===== src/rtl/instruction_fetch_unit.sv =====
// ---------------------------------------------------------------------------
// instruction_fetch_unit
//   Fetch stage of the RV32I core. The program counter addresses a
//   combinational instruction ROM. Each returned word is queued with its PC
//   in a small FIFO. The FIFO feeds decode over a valid/ready handshake. A
//   redirect from execute flushes the queue and reloads the PC.
//
// Parameters
//   RESET_PC    PC loaded on reset (word aligned)
//   FIFO_DEPTH  fetch queue entries (power of 2, >= 2)
//
// Ports
//   clk             core clock, rising edge
//   reset           synchronous active-high reset
//   rom_address     byte address to instruction ROM (the pc register)
//   rom_data        instruction word from ROM, same cycle
//   redirect_valid  execute requests a PC change
//   redirect_pc     redirect target byte address (low two bits dropped)
//   inst_valid      queue head holds a valid instruction
//   inst_data       instruction word at queue head
//   inst_pc         PC of instruction at queue head
//   inst_ready      decode accepts the head this cycle
// ---------------------------------------------------------------------------
module instruction_fetch_unit #(
  parameter logic [31:0] RESET_PC   = 32'h0000_0000,
  parameter int          FIFO_DEPTH = 2
) (
  input  logic        clk,
  input  logic        reset,
  output logic [31:0] rom_address,
  input  logic [31:0] rom_data,
  input  logic        redirect_valid,
  input  logic [31:0] redirect_pc,
  output logic        inst_valid,
  output logic [31:0] inst_data,
  output logic [31:0] inst_pc,
  input  logic        inst_ready
);

  localparam int PTR_W = $clog2(FIFO_DEPTH);
  localparam int CNT_W = PTR_W + 1;

  logic [31:0]      pc;
  logic [31:0]      mem_pc   [FIFO_DEPTH];
  logic [31:0]      mem_data [FIFO_DEPTH];
  logic [PTR_W-1:0] head;
  logic [PTR_W-1:0] tail;
  logic [CNT_W-1:0] count;

  logic full;
  logic pop;
  logic push;
  logic unused_redirect_low;

  // The misaligned low bits of a redirect target are dropped on purpose.
  assign unused_redirect_low = ^redirect_pc[1:0];

  assign rom_address = pc;

  // The head is read straight out of the queue storage. Nothing drives it
  // combinationally from inputs. The head entry is never overwritten while
  // valid because a full queue only accepts a push alongside a pop.
  assign inst_valid = (count != '0);
  assign inst_data  = mem_data[head];
  assign inst_pc    = mem_pc[head];

  // A pop in a full queue frees a slot in the same cycle, so fetch can keep
  // streaming at one instruction per cycle. A redirect suppresses the push,
  // which discards the ROM word currently on the bus.
  always_comb begin
    full = (count == CNT_W'(FIFO_DEPTH));
    pop  = inst_valid & inst_ready;
    push = ~redirect_valid & (~full | pop);
  end

  // PC and queue state. Reset wins over a redirect, and a redirect wins over
  // a push. Storage is cleared on reset so that the head reads back as zero
  // and no stale entry survives. A redirect only clears the pointers and the
  // count, because the head contents are don't-care while the queue is empty.
  always_ff @(posedge clk) begin
    if (reset) begin
      pc    <= RESET_PC;
      head  <= '0;
      tail  <= '0;
      count <= '0;
      for (int i = 0; i < FIFO_DEPTH; i++) begin
        mem_pc[i]   <= '0;
        mem_data[i] <= '0;
      end
    end else if (redirect_valid) begin
      pc    <= {redirect_pc[31:2], 2'b00};
      head  <= '0;
      tail  <= '0;
      count <= '0;
    end else begin
      if (push) begin
        mem_pc[tail]   <= pc;
        mem_data[tail] <= rom_data;
        tail           <= tail + PTR_W'(1);
        pc             <= pc + 32'd4;
      end
      if (pop) begin
        head <= head + PTR_W'(1);
      end
      if (push && !pop) begin
        count <= count + CNT_W'(1);
      end else if (pop && !push) begin
        count <= count - CNT_W'(1);
      end
    end
  end

endmodule


===== config.mk =====
export PLATFORM = sky130hd
export DESIGN_NAME = instruction_fetch_unit
export DESIGN_NICKNAME = d
export VERILOG_FILES = /design/src/rtl/instruction_fetch_unit.sv
export SDC_FILE = /design/constraint.sdc
export NUM_CORES = 1
export LEC_CHECK = 0
export BUFFER_PORTS_ARGS = -buffer_cell sky130_fd_sc_hd__buf_2
export CAP_MARGIN = 30
export CORE_MARGIN = 8
export CORE_UTILIZATION = 35
export CTS_CLUSTER_SIZE = 16
export DETAILED_ROUTE_END_ITERATION = 16
export PLACE_DENSITY = 0.55
export SLEW_MARGIN = 10
export SYNTH_ARGS = -nofsm -noshare
export SYNTH_HDL_FRONTEND = slang
export SYNTH_SLANG_ARGS = --single-unit

===== constraint.sdc =====
create_clock -name clk -period 10.3 [get_ports clk]
set_clock_uncertainty 0.2 [all_clocks]
set_input_delay 2.575 -clock clk [delete_from_list [all_inputs] [get_ports clk]]
set_output_delay 2.575 -clock clk [all_outputs]
set_load 0.01 [all_outputs]

==> run_results.csv, run 1 <==
group,metric,value,unit
worst_setup_path,crit_family,"flip-flops",
power,cellInternalPower,0.001204,W
clock_tree,cts.sinks,159,
timing,final-setup-viol-count,0,
finish,n_antenna_cell,0,
logic_synthesis,ys_seq_area_share,59.97,%
min_path,hold_path.class,"reg2reg",
power,sw_frac_of_total,23.80,%
grt,antenna_found_initial,0,
worst_setup_path,crit_slowest_cell,"dfxtp_4",
clock_tree,cts_tree,"yes",
die,initial_core_util,35.32,%
route,dr.pass1.iters,4,
die,io_pins,165,
route,via_count,5154,
timing,relSlewSlack,37.48,%
clock_tree,clk_pin_slew_worst_paths,0.07,ns
logic_synthesis,syn_avg_cell_area,12.36,um2
timing,finalCritPeriodShare,46.41,%
timing,period_needed,4.780,ns
die,core_area,20890,um2
worst_setup_path,rr_endpoint,"mem_pc[1][19]$_SDFFCE_PN0P_",
grt,grt_pass1_vias,5471,
worst_setup_path,reg2reg_from,"count[0]$_SDFFE_PP0P_",
outcome,status,"finished clean",
worst_setup_path,path_max_fanout,62,
clock_tree,ctsHoldBuffers,0,
power,finalPower,0.001580,W
timing,grt_setup_unrepaired,"no",
clock_tree,insertion_delay,0.42,ns
power,seqPwrFrac,48.4,%
worst_setup_path,startpoint_type,"flop",
worst_setup_path,required,7.53,ns
min_path,min_from,"head$_SDFFE_PP0P_",
finish,area_delta_synth_final,23.20,%
clock_tree,cts_htree_levels,4,
power,power_density,173.9,nW/um2
worst_setup_path,ff2ff_setup_slack,7.53,ns
logic_synthesis,synth-seq-cells,159,
timing,finalHoldViolCount,0,
grt,gr-total-overflow,0,
route,drtIter0Drc,261,
route,ant_nets,0,
clock_tree,postCtsSetupBuffers,0,
worst_setup_path,critical_path.cell_chain,"mux2_2 -> buf_2",
worst_setup_path,worstPathArrival,2.01,ns
clock_tree,cts_max_path_buffers,2,
power,p_leak,3.652,nW
finish,finalNetCount,812,
die,die_area,25980,um2
clock_tree,cts-resized-gates,0,
timing,timing.fmax,209.2,MHz
finish,drive_gt1_share,35.89,%
power,ir_worst_vdd,0.1137,mV
clock_tree,root_buffer,"clkbuf_16",
place,port_buffers,158,
finish,fill_cells,2008,
finish,finish.utilization,43.51,%
grt,grt_use_total,14.96,%
power,clockPowerShare,41.5,%
logic_synthesis,synthArstFlopShare,0,%
worst_setup_path,critPathKind,"reg2out",
logic_synthesis,synth_warnings,0,
logic_synthesis,yosysUniqueCellTypes,46,
place,post-place-ws,4.832,ns
worst_setup_path,path_buf_inv,1,
timing,maxSlewViolCount,0,
timing,fin_ws,5.520,ns
run,drv_cap,0,
worst_setup_path,end_kind,"primary output",
timing,worst_pin_slew,0.9379,ns
min_path,hold_path_depth,2,
worst_setup_path,worstRegToRegCells,5,
power,switchingPower,0.0003762,W
grt,grt_max_degree,63,
power,combinationalPowerShare,10.1,%
logic_synthesis,postSynthCellCount,597,
route,routed_wl,19.40,mm
die,num_rows,53,
timing,tns,0,ns
grt,grt_first_pass_wirelength,30.40,mm
logic_synthesis,synth_top_flop_cell,"edfxtp_1",
logic_synthesis,synthesis.area,7377,um2
die,die_y,161.2,um
die,fp.dieW,161.2,um
place,place.gp.congestion,0.7494,
clock_tree,cts_buffers,17,
logic_synthesis,synth_edf_count,124,
route,vias_per_cell,5.004,
place,dpl.hpwl,12.65,mm
worst_setup_path,slowest_delay,0.96,ns
route,wl_per_cell,18.83,um
route,remaining_drc_errors,0,
[cell families after synthesis]
kind of cell               Yosys count  synth area share, %
adders and majority gates            2               0.3392
other                                1              0.05083
buffers and inverters               49                2.747
DFF                                159                59.97
xor gates and xnor gates            13                1.543
muxes                               62                9.464
and+or+nand+nor                    258                20.39
AOI/OAI and AO/OA                   53                5.495
[layout by cell type (no fill, tap or decap), types with 3 or more instances in the layout]
cell type,count
buf_2,158
and2_1,124
edfxtp_1,124
mux2_2,62
dfxtp_1,34
nor2_1,32
nand2_1,22
nand3_1,18
clkbuf_16,17
or4_1,11
a311oi_1,10
o31ai_1,9
nor4_1,8
a211oi_1,8
xnor2_1,8
nor3_1,7
o21ai_0,7
nand4_1,5
xor2_1,5
and3_1,5
or3_1,5
buf_4,5
inv_1,4
a21oi_1,4
and4_1,4
conb_1,4
or2_2,3
clkinvlp_4,3
clkinv_4,3
bufinv_16,3
[per-layer routing]
layer  track usage (%)  vias to the layer above  wire [um]
li1                  -                     2476          -
met1             18.55                     2510       8806
met2             24.89                      151       9289
met3             4.149                       17       1052
met4             4.630                        0        247
met5                 0                        -          0
[cells in the mapped netlist (2+ instances only)]
cell / count / share of area [%]
and2_1: 124 / 11
a2111oi_0: 2 / 0.24
a22oi_1: 2 / 0.20
or2_2: 4 / 0.34
buf_4: 4 / 0.41
dfxtp_1: 35 / 9.5
xor2_1: 5 / 0.59
ha_1: 2 / 0.34
nor3_1: 8 / 0.54
or3_1: 5 / 0.42
o31a_1: 2 / 0.24
edfxtp_1: 124 / 50
o31ai_1: 10 / 1.0
or4_1: 11 / 1.1
a211oi_1: 8 / 0.81
nand4_1: 5 / 0.42
xnor2_1: 8 / 0.95
buf_2: 3 / 0.20
nand3_1: 18 / 1.2
nand2_1: 22 / 1.1
and4_1: 4 / 0.47
a32oi_1: 2 / 0.24
mux2_2: 62 / 9.5
nor2b_1: 2 / 0.17
clkbuf_1: 37 / 1.9
nor4_1: 8 / 0.68
nor2_1: 32 / 1.6
a311oi_1: 10 / 1.2
a21oi_1: 4 / 0.27
nor3b_1: 3 / 0.31
o2111a_1: 2 / 0.31
and3_1: 6 / 0.51
inv_1: 4 / 0.20
o21ai_0: 7 / 0.47
[worst max-delay path by stage]
| stage | start | to | slack (ns) | cells past startpoint |
|---|---|---|---|---|
| floorplan | redirect_valid | mem_data[0][0]$_SDFFCE_PN0P_ | 1.97 | 3 |
| global placement | reset | mem_pc[1][30]$_SDFFCE_PN0P_ | 4.59 | 4 |
| detailed placement | reset | mem_pc[1][28]$_SDFFCE_PN0P_ | 4.83 | 5 |
| CTS | reset | mem_pc[1][19]$_SDFFCE_PN0P_ | 5.29 | 5 |
| global route | reset | mem_pc[1][19]$_SDFFCE_PN0P_ | 5.40 | 6 |
| finish | flop | inst_data[16] | 5.52 | 2 |
[flip-flops by register name, indices dropped and copies added, names as in the netlist, named ones only]
name         flops
mem_pc          60
mem_data        64
head             1
count            2
tail             1
rom_address     30
[stage by stage]
stage | hold WS, ns | std cells | area [um2]
global placement | 0.2804 | 993 | 8401
global route | 0.3611 | 1030 | 9089
detailed placement | 0.2900 | 995 | 8428
CTS | 0.3174 | 1027 | 9045
floorplan | 0.2700 | 600 | 7388
finish | 0.3190 | 1030 | 9089
[tightest hold or removal path, cell delays in order, from the launching register on]
cell	delay (ns)
dfxtp_1	0.33
xor2_1	0.08
nor2_1	0.08
[final cells by class]
type,count,area [um2],share of cell area (%)
Clock inverter,11,156.4,1.721
Tap cell,275,344.1,3.786
Timing Repair Buffer,167,892.1,9.816
Inverter,5,18.77,0.2065
Sequential cell,159,4428,48.72
Multi-Input combinational cell,392,2789,30.69
Clock buffer,21,460.4,5.066
[power by group through the flow]
| stage | Combinational (W) | Sequential (W) | Clock [W] |
|---|---|---|---|
| after floorplan | 0.0000900 | 0.000773 | 0 |
| after global placement | 0.000156 | 0.000778 | 0 |
| final | 0.000159 | 0.000765 | 0.000656 |
| after global routing | 0.000176 | 0.000771 | 0.000696 |
| after CTS | 0.000161 | 0.000767 | 0.000673 |
| after detailed placement | 0.000160 | 0.000780 | 0 |
Power figures use the tool's default switching activity.
==> inputs of run 2 (changes only) <==
--- a/config.mk
+++ b/config.mk
@@ -11,7 +11,7 @@
 export CORE_UTILIZATION = 35
 export CTS_CLUSTER_SIZE = 16
 export DETAILED_ROUTE_END_ITERATION = 16
-export PLACE_DENSITY = 0.55
+export PLACE_DENSITY = 0.57
 export SLEW_MARGIN = 10
 export SYNTH_ARGS = -nofsm -noshare
 export SYNTH_HDL_FRONTEND = slang
==> constraint.sdc (replaced) <==
create_clock -name clk -period 4.1 [get_ports clk]
set_clock_uncertainty 0.2 [all_clocks]
set_input_delay 1.025 -clock clk [delete_from_list [all_inputs] [get_ports clk]]
set_output_delay 1.025 -clock clk [all_outputs]
set_load 0.01 [all_outputs]
==> run 2 against run 1 <==
Final cell count stayed put. Worst hold slack lost 0.0092 ns. Sequential power grew to 2.5 times the previous value. Combinational power rose to 2.5 times the previous value. Total power rose to 2.5 times the previous value. Sequential cell count stayed put. Clock power increased to 2.5 times the previous value. Global-route usage about the same. Largest power group unchanged.
==> run_results.csv, run 2 (same netlist as run 1, synthesis figures left out) <==
group,metric,value,unit
route,drtIter0Drc,264,
clock_tree,insertion_delay,0.42,ns
finish,fin_area,9067,um2
power,power_density,439.0,nW/um2
finish,n_antenna_cell,0,
route,via_count,5195,
timing,final-setup-viol-count,0,
die,io_pins,165,
finish,area_delta_synth_final,22.91,%
clock_tree,clk_pin_slew_worst_paths,0.07,ns
timing,finalHoldViolCount,0,
outcome,status,"finished clean",
die,num_rows,53,
worst_setup_path,path_max_fanout,62,
worst_setup_path,startpoint_type,"flop",
route,wl_per_cell,18.73,um
timing,tns,0,ns
worst_setup_path,worstRegToRegCells,4,
clock_tree,cts_tree,"yes",
finish,final_common_cell,"buf_2",
clock_tree,postCtsSetupBuffers,0,
worst_setup_path,end_kind,"primary output",
route,ant_nets,0,
clock_tree,cts.sinks,159,
die,fp.dieW,161.2,um
die,core_area,20890,um2
timing,period_needed,3.209,ns
clock_tree,cts_buffers,17,
timing,maxSlewViolCount,0,
place,place.gp.congestion,0.7578,
finish,largest_reg_flops,64,
finish,finalNetCount,812,
finish,layout.cells.most_common_list,"buf_2 (158), and2_1 (124), edfxtp_1 (124)",
route,dr.pass1.iters,4,
route,vias_per_cell,5.044,
timing,timing.fmax,311.7,MHz
grt,grt_first_pass_wirelength,30.44,mm
timing,fin_ws,0.8913,ns
worst_setup_path,critPathKind,"reg2out",
min_path,hold_path.class,"reg2reg",
route,routed_wl,19.29,mm
clock_tree,cts-resized-gates,0,
die,die_y,161.2,um
finish,drive_gt1_share,35.76,%
clock_tree,ctsHoldBuffers,0,
die,initial_core_util,35.32,%
place,dpl.hpwl,12.98,mm
place,post-place-ws,0.8292,ns
grt,antenna_found_initial,0,
grt,gr-total-overflow,0,
place,place_area,8431,um2
min_path,hold_path_depth,2,
die,die_area,25980,um2
timing,finalCritPeriodShare,78.26,%
clock_tree,cts_max_path_buffers,2,
power,finalPower,0.003980,W
finish,largest_register,"mem_data",
timing,holdWs,0.3098,ns
route,remaining_drc_errors,0,
run,drv_cap,0,
timing,relSlewSlack,32.32,%
power,ir_worst_vdd,0.2688,mV
timing,grt_setup_unrepaired,"no",
worst_setup_path,worstPathArrival,1.98,ns
clock_tree,root_buffer,"clkbuf_16",
grt,grt_max_degree,63,
worst_setup_path,required,2.87,ns
clock_tree,cts_htree_levels,4,
place,port_buffers,158,
timing,worst_pin_slew,1.006,ns
grt,grt_pass1_vias,5571,
grt,grt_use_total,14.92,%
power,p_leak,3.647,nW
[run 2: metal layers]
layer  track usage, %  wire, um  vias up
met2            25.02      9318      179
li1                 -         -     2474
met1            18.30      8488     2527
met5                0         0        -
met3            4.556      1287       15
met4            3.998       194        0
[run 2: final cells by class]
cell class | count | area, um2
multi-input cells | 392 | 2789
repair buffers | 167 | 870.8
well taps | 275 | 344.1
clock buffers | 18 | 429.2
inverters | 5 | 18.77
fillers | 2018 | 11820
clock inverters | 14 | 187.7
flip-flops and latches | 159 | 4428
[run 2: worst paths after layout]
check                                                  from  slack [ns]                            to
worst min-delay path                      head$_SDFFE_PP0P_        0.31             head$_SDFFE_PP0P_
worst min register to register            head$_SDFFE_PP0P_        0.31             head$_SDFFE_PP0P_
worst max register to register  rom_address[4]$_SDFFE_PP0P_        1.33  rom_address[26]$_SDFFE_PP0P_
worst max-delay path                                   flop        0.89                   inst_pc[23]
[run 2: where the power goes]
part           switching [W]  leakage [nW]  internal, W  total [W]
combinational       0.000220          1.74     0.000179   0.000398
clock               0.000640         0.292      0.00102    0.00166
sequential         0.0000748          1.61      0.00185    0.00192
total               0.000935          3.65      0.00305    0.00398
[run 2: through the flow]
stage | cells | util, %
6_report | 1030 | 43.41
3_5_place_dp | 997 | 40.36
2_1_floorplan | 600 | -
4_1_cts | 1029 | 43.31
5_1_grt | 1030 | 43.41
3_3_place_gp | 997 | 40.36
[run 2: worst max-delay path: stages (launching register included)]
cell,delay [ns]
dfxtp_4,0.88
mux2_2,0.43
buf_2,0.15
==> inputs of run 3 (changes only) <==
==> constraint.sdc (replaced) <==
create_clock -name clk -period 2.6 [get_ports clk]
set_clock_uncertainty 0.2 [all_clocks]
set_input_delay 0.65 -clock clk [delete_from_list [all_inputs] [get_ports clk]]
set_output_delay 0.65 -clock clk [all_outputs]
set_load 0.01 [all_outputs]
==> run 3 against run 2 <==
Non-clock buffer count rose by 26. Global-route usage barely moved. Combinational power rose by 75%. Critical path type unchanged. Utilization rose by 1.2 points. Critical endpoint is now inst_pc[28]. Final cell count rose by 2.5%. First-iteration DRC count rose by 22%. Register-to-register slack got worse by 1.1 ns. Largest cell class unchanged. Clock power rose by 55%.
==> run_results.csv, run 3 (same netlist as run 1, synthesis figures left out) <==
group,metric,value,unit
timing,maxSlewViolCount,0,
worst_setup_path,required,1.75,ns
timing,finalHoldViolCount,0,
min_path,hold_path.class,"in2reg",
timing,timing.fmax,402.7,MHz
finish,area_delta_synth_final,26.22,%
power,finalPower,0.006275,W
route,drtIter0Drc,322,
power,ir_worst_vdd,0.4548,mV
grt,grt_use_total,14.95,%
worst_setup_path,worstRegToRegCells,5,
run,drv_cap,0,
place,post-place-ws,-0.03038,ns
route,remaining_drc_errors,0,
route,wl_per_cell,18.53,um
finish,fill_cells,1944,
min_path,hold_path_end,"rom_address[31]$_SDFFE_PP0P_",
die,num_rows,53,
power,cellInternalPower,0.004705,W
finish,seq_area,4429,um2
timing,period_needed,2.483,ns
die,fp.dieW,161.2,um
place,place.gp.congestion,0.7550,
finish,largest_register,"mem_data",
finish,layout.cells.most_common_list,"buf_2 (158), and2_1 (124), edfxtp_1 (124)",
finish,largest_reg_flops,64,
clock_tree,cts_buffers,17,
power,combinationalPowerShare,11.1,%
die,initial_core_util,35.32,%
power,sw_frac_of_total,25.02,%
power,clockPowerShare,41.0,%
worst_setup_path,ff2ff_setup_slack,0.24,ns
place,dpl.hpwl,13.54,mm
timing,finalCritPeriodShare,95.50,%
min_path,min_from,"redirect_pc[31]",
power,p_leak,3.802,nW
die,io_pins,165,
power,switchingPower,0.001570,W
worst_setup_path,critPathKind,"reg2out",
power,power_density,673.9,nW/um2
clock_tree,postCtsSetupBuffers,0,
place,port_buffers,158,
clock_tree,cts.sinks,159,
route,dr.pass1.iters,5,
grt,met3_usage,3.970,%
route,ant_nets,0,
grt,gr-total-overflow,0,
grt,grtUsageMet2,24.77,%
clock_tree,root_buffer,"clkbuf_16",
worst_setup_path,end_kind,"primary output",
grt,grt_pass1_vias,5555,
grt,grt_max_degree,49,
clock_tree,clk_pin_slew_worst_paths,0.07,ns
die,die_area,25980,um2
outcome,status,"finished clean",
worst_setup_path,rr_endpoint,"rom_address[21]$_SDFFE_PP0P_",
finish,final_common_cell,"buf_2",
grt,antenna_found_initial,0,
timing,fin_ws,0.1171,ns
route,via_count,5262,
route,vias_per_cell,4.983,
finish,drive_gt1_share,38.41,%
clock_tree,cts_htree_levels,4,
clock_tree,cts_tree,"yes",
finish,finalNetCount,838,
timing,final-setup-viol-count,0,
worst_setup_path,reg2reg_from,"rom_address[6]$_SDFFE_PP0P_",
die,core_area,20890,um2
timing,worst_pin_slew,0.5292,ns
min_path,hold_path_depth,3,
grt,grt_first_pass_wirelength,30.22,mm
worst_setup_path,worstPathArrival,1.63,ns
finish,multi_input_comb_area,2790,um2
route,routed_wl,19.57,mm
power,seqPwrFrac,47.8,%
clock_tree,insertion_delay,0.43,ns
grt,grt.busiest_layer,"met2",
grt,met1_usage,18.43,%
timing,grt_setup_unrepaired,"no",
worst_setup_path,path_max_fanout,28,
die,die_y,161.2,um
timing,relSlewSlack,64.62,%
worst_setup_path,startpoint_type,"flop",
finish,n_antenna_cell,0,
clock_tree,cts_max_path_buffers,2,
run 3: cell count changes in the layout (fill, tap and decap cells not counted), sizes merged:
cell / previous run / this run
bufinv: 4 / 2
clkinvlp: 3 / 0
inv: 7 / 12
buf: 167 / 193
run 3: through the flow:
step                TNS (ns)  util, %  hold WS (ns)  cells  area [um2]
CTS                        0    44.56        0.2618   1056        9309
global placement           0    41.63        0.2818   1024        8696
finish                     0    44.58        0.2905   1056        9311
detailed placement  -0.06432    41.63        0.3249   1024        8696
floorplan             -33.28        -        0.2691    600        7440
global route               0    44.58        0.2738   1056        9311
run 3: cell type report:
class	count	share of cell area, %
clock inverter	14	1.827
inverter	5	0.2016
tap	275	3.695
multi-input combinational	392	29.97
timing repair buffer	193	12.03
clock buffer	18	4.716
sequential	159	47.57
run 3: routing by layer:
layer	wire (um)	vias up
met4	271	0
met1	8777	2567
met3	1031	20
li1	-	2528
met2	9490	147
met5	0	-
run 3: power groups by stage:
stage	clock (W)	combinational, W	sequential, W
6_report	0.00258	0.000698	0.00300
5_1_grt	0.00275	0.000766	0.00302
4_1_cts	0.00263	0.000713	0.00300
3_5_place_dp	0	0.000709	0.00306
3_3_place_gp	0	0.000697	0.00305
2_1_floorplan	0	0.000364	0.00306
run 3: timing repair:
| action | 4_1_cts | 5_1_grt |
|---|---|---|
| setup endpoints to repair | 1 | 2 |
| hold buffers | 0 | 0 |
| resized for setup | 1 | 2 |
run 3: worst max-delay path, stage by stage, from the launching register on:
cell and delay (ns):
dfxtp_4 0.36, buf_6 0.29, mux2_2 0.40, buf_2 0.14
run 3: worst max-delay path by stage:
stage,slack [ns],to,start
3_5_place_dp,-0.03,rom_address[17]$_SDFFE_PP0P_,inst_ready
4_1_cts,0.1,inst_pc[20],flop
5_1_grt,0.06,inst_pc[19],flop
3_3_place_gp,0.02,rom_address[21]$_SDFFE_PP0P_,inst_ready
2_1_floorplan,-0.54,mem_data[0][0]$_SDFFCE_PN0P_,redirect_valid
6_report,0.12,inst_pc[28],flop
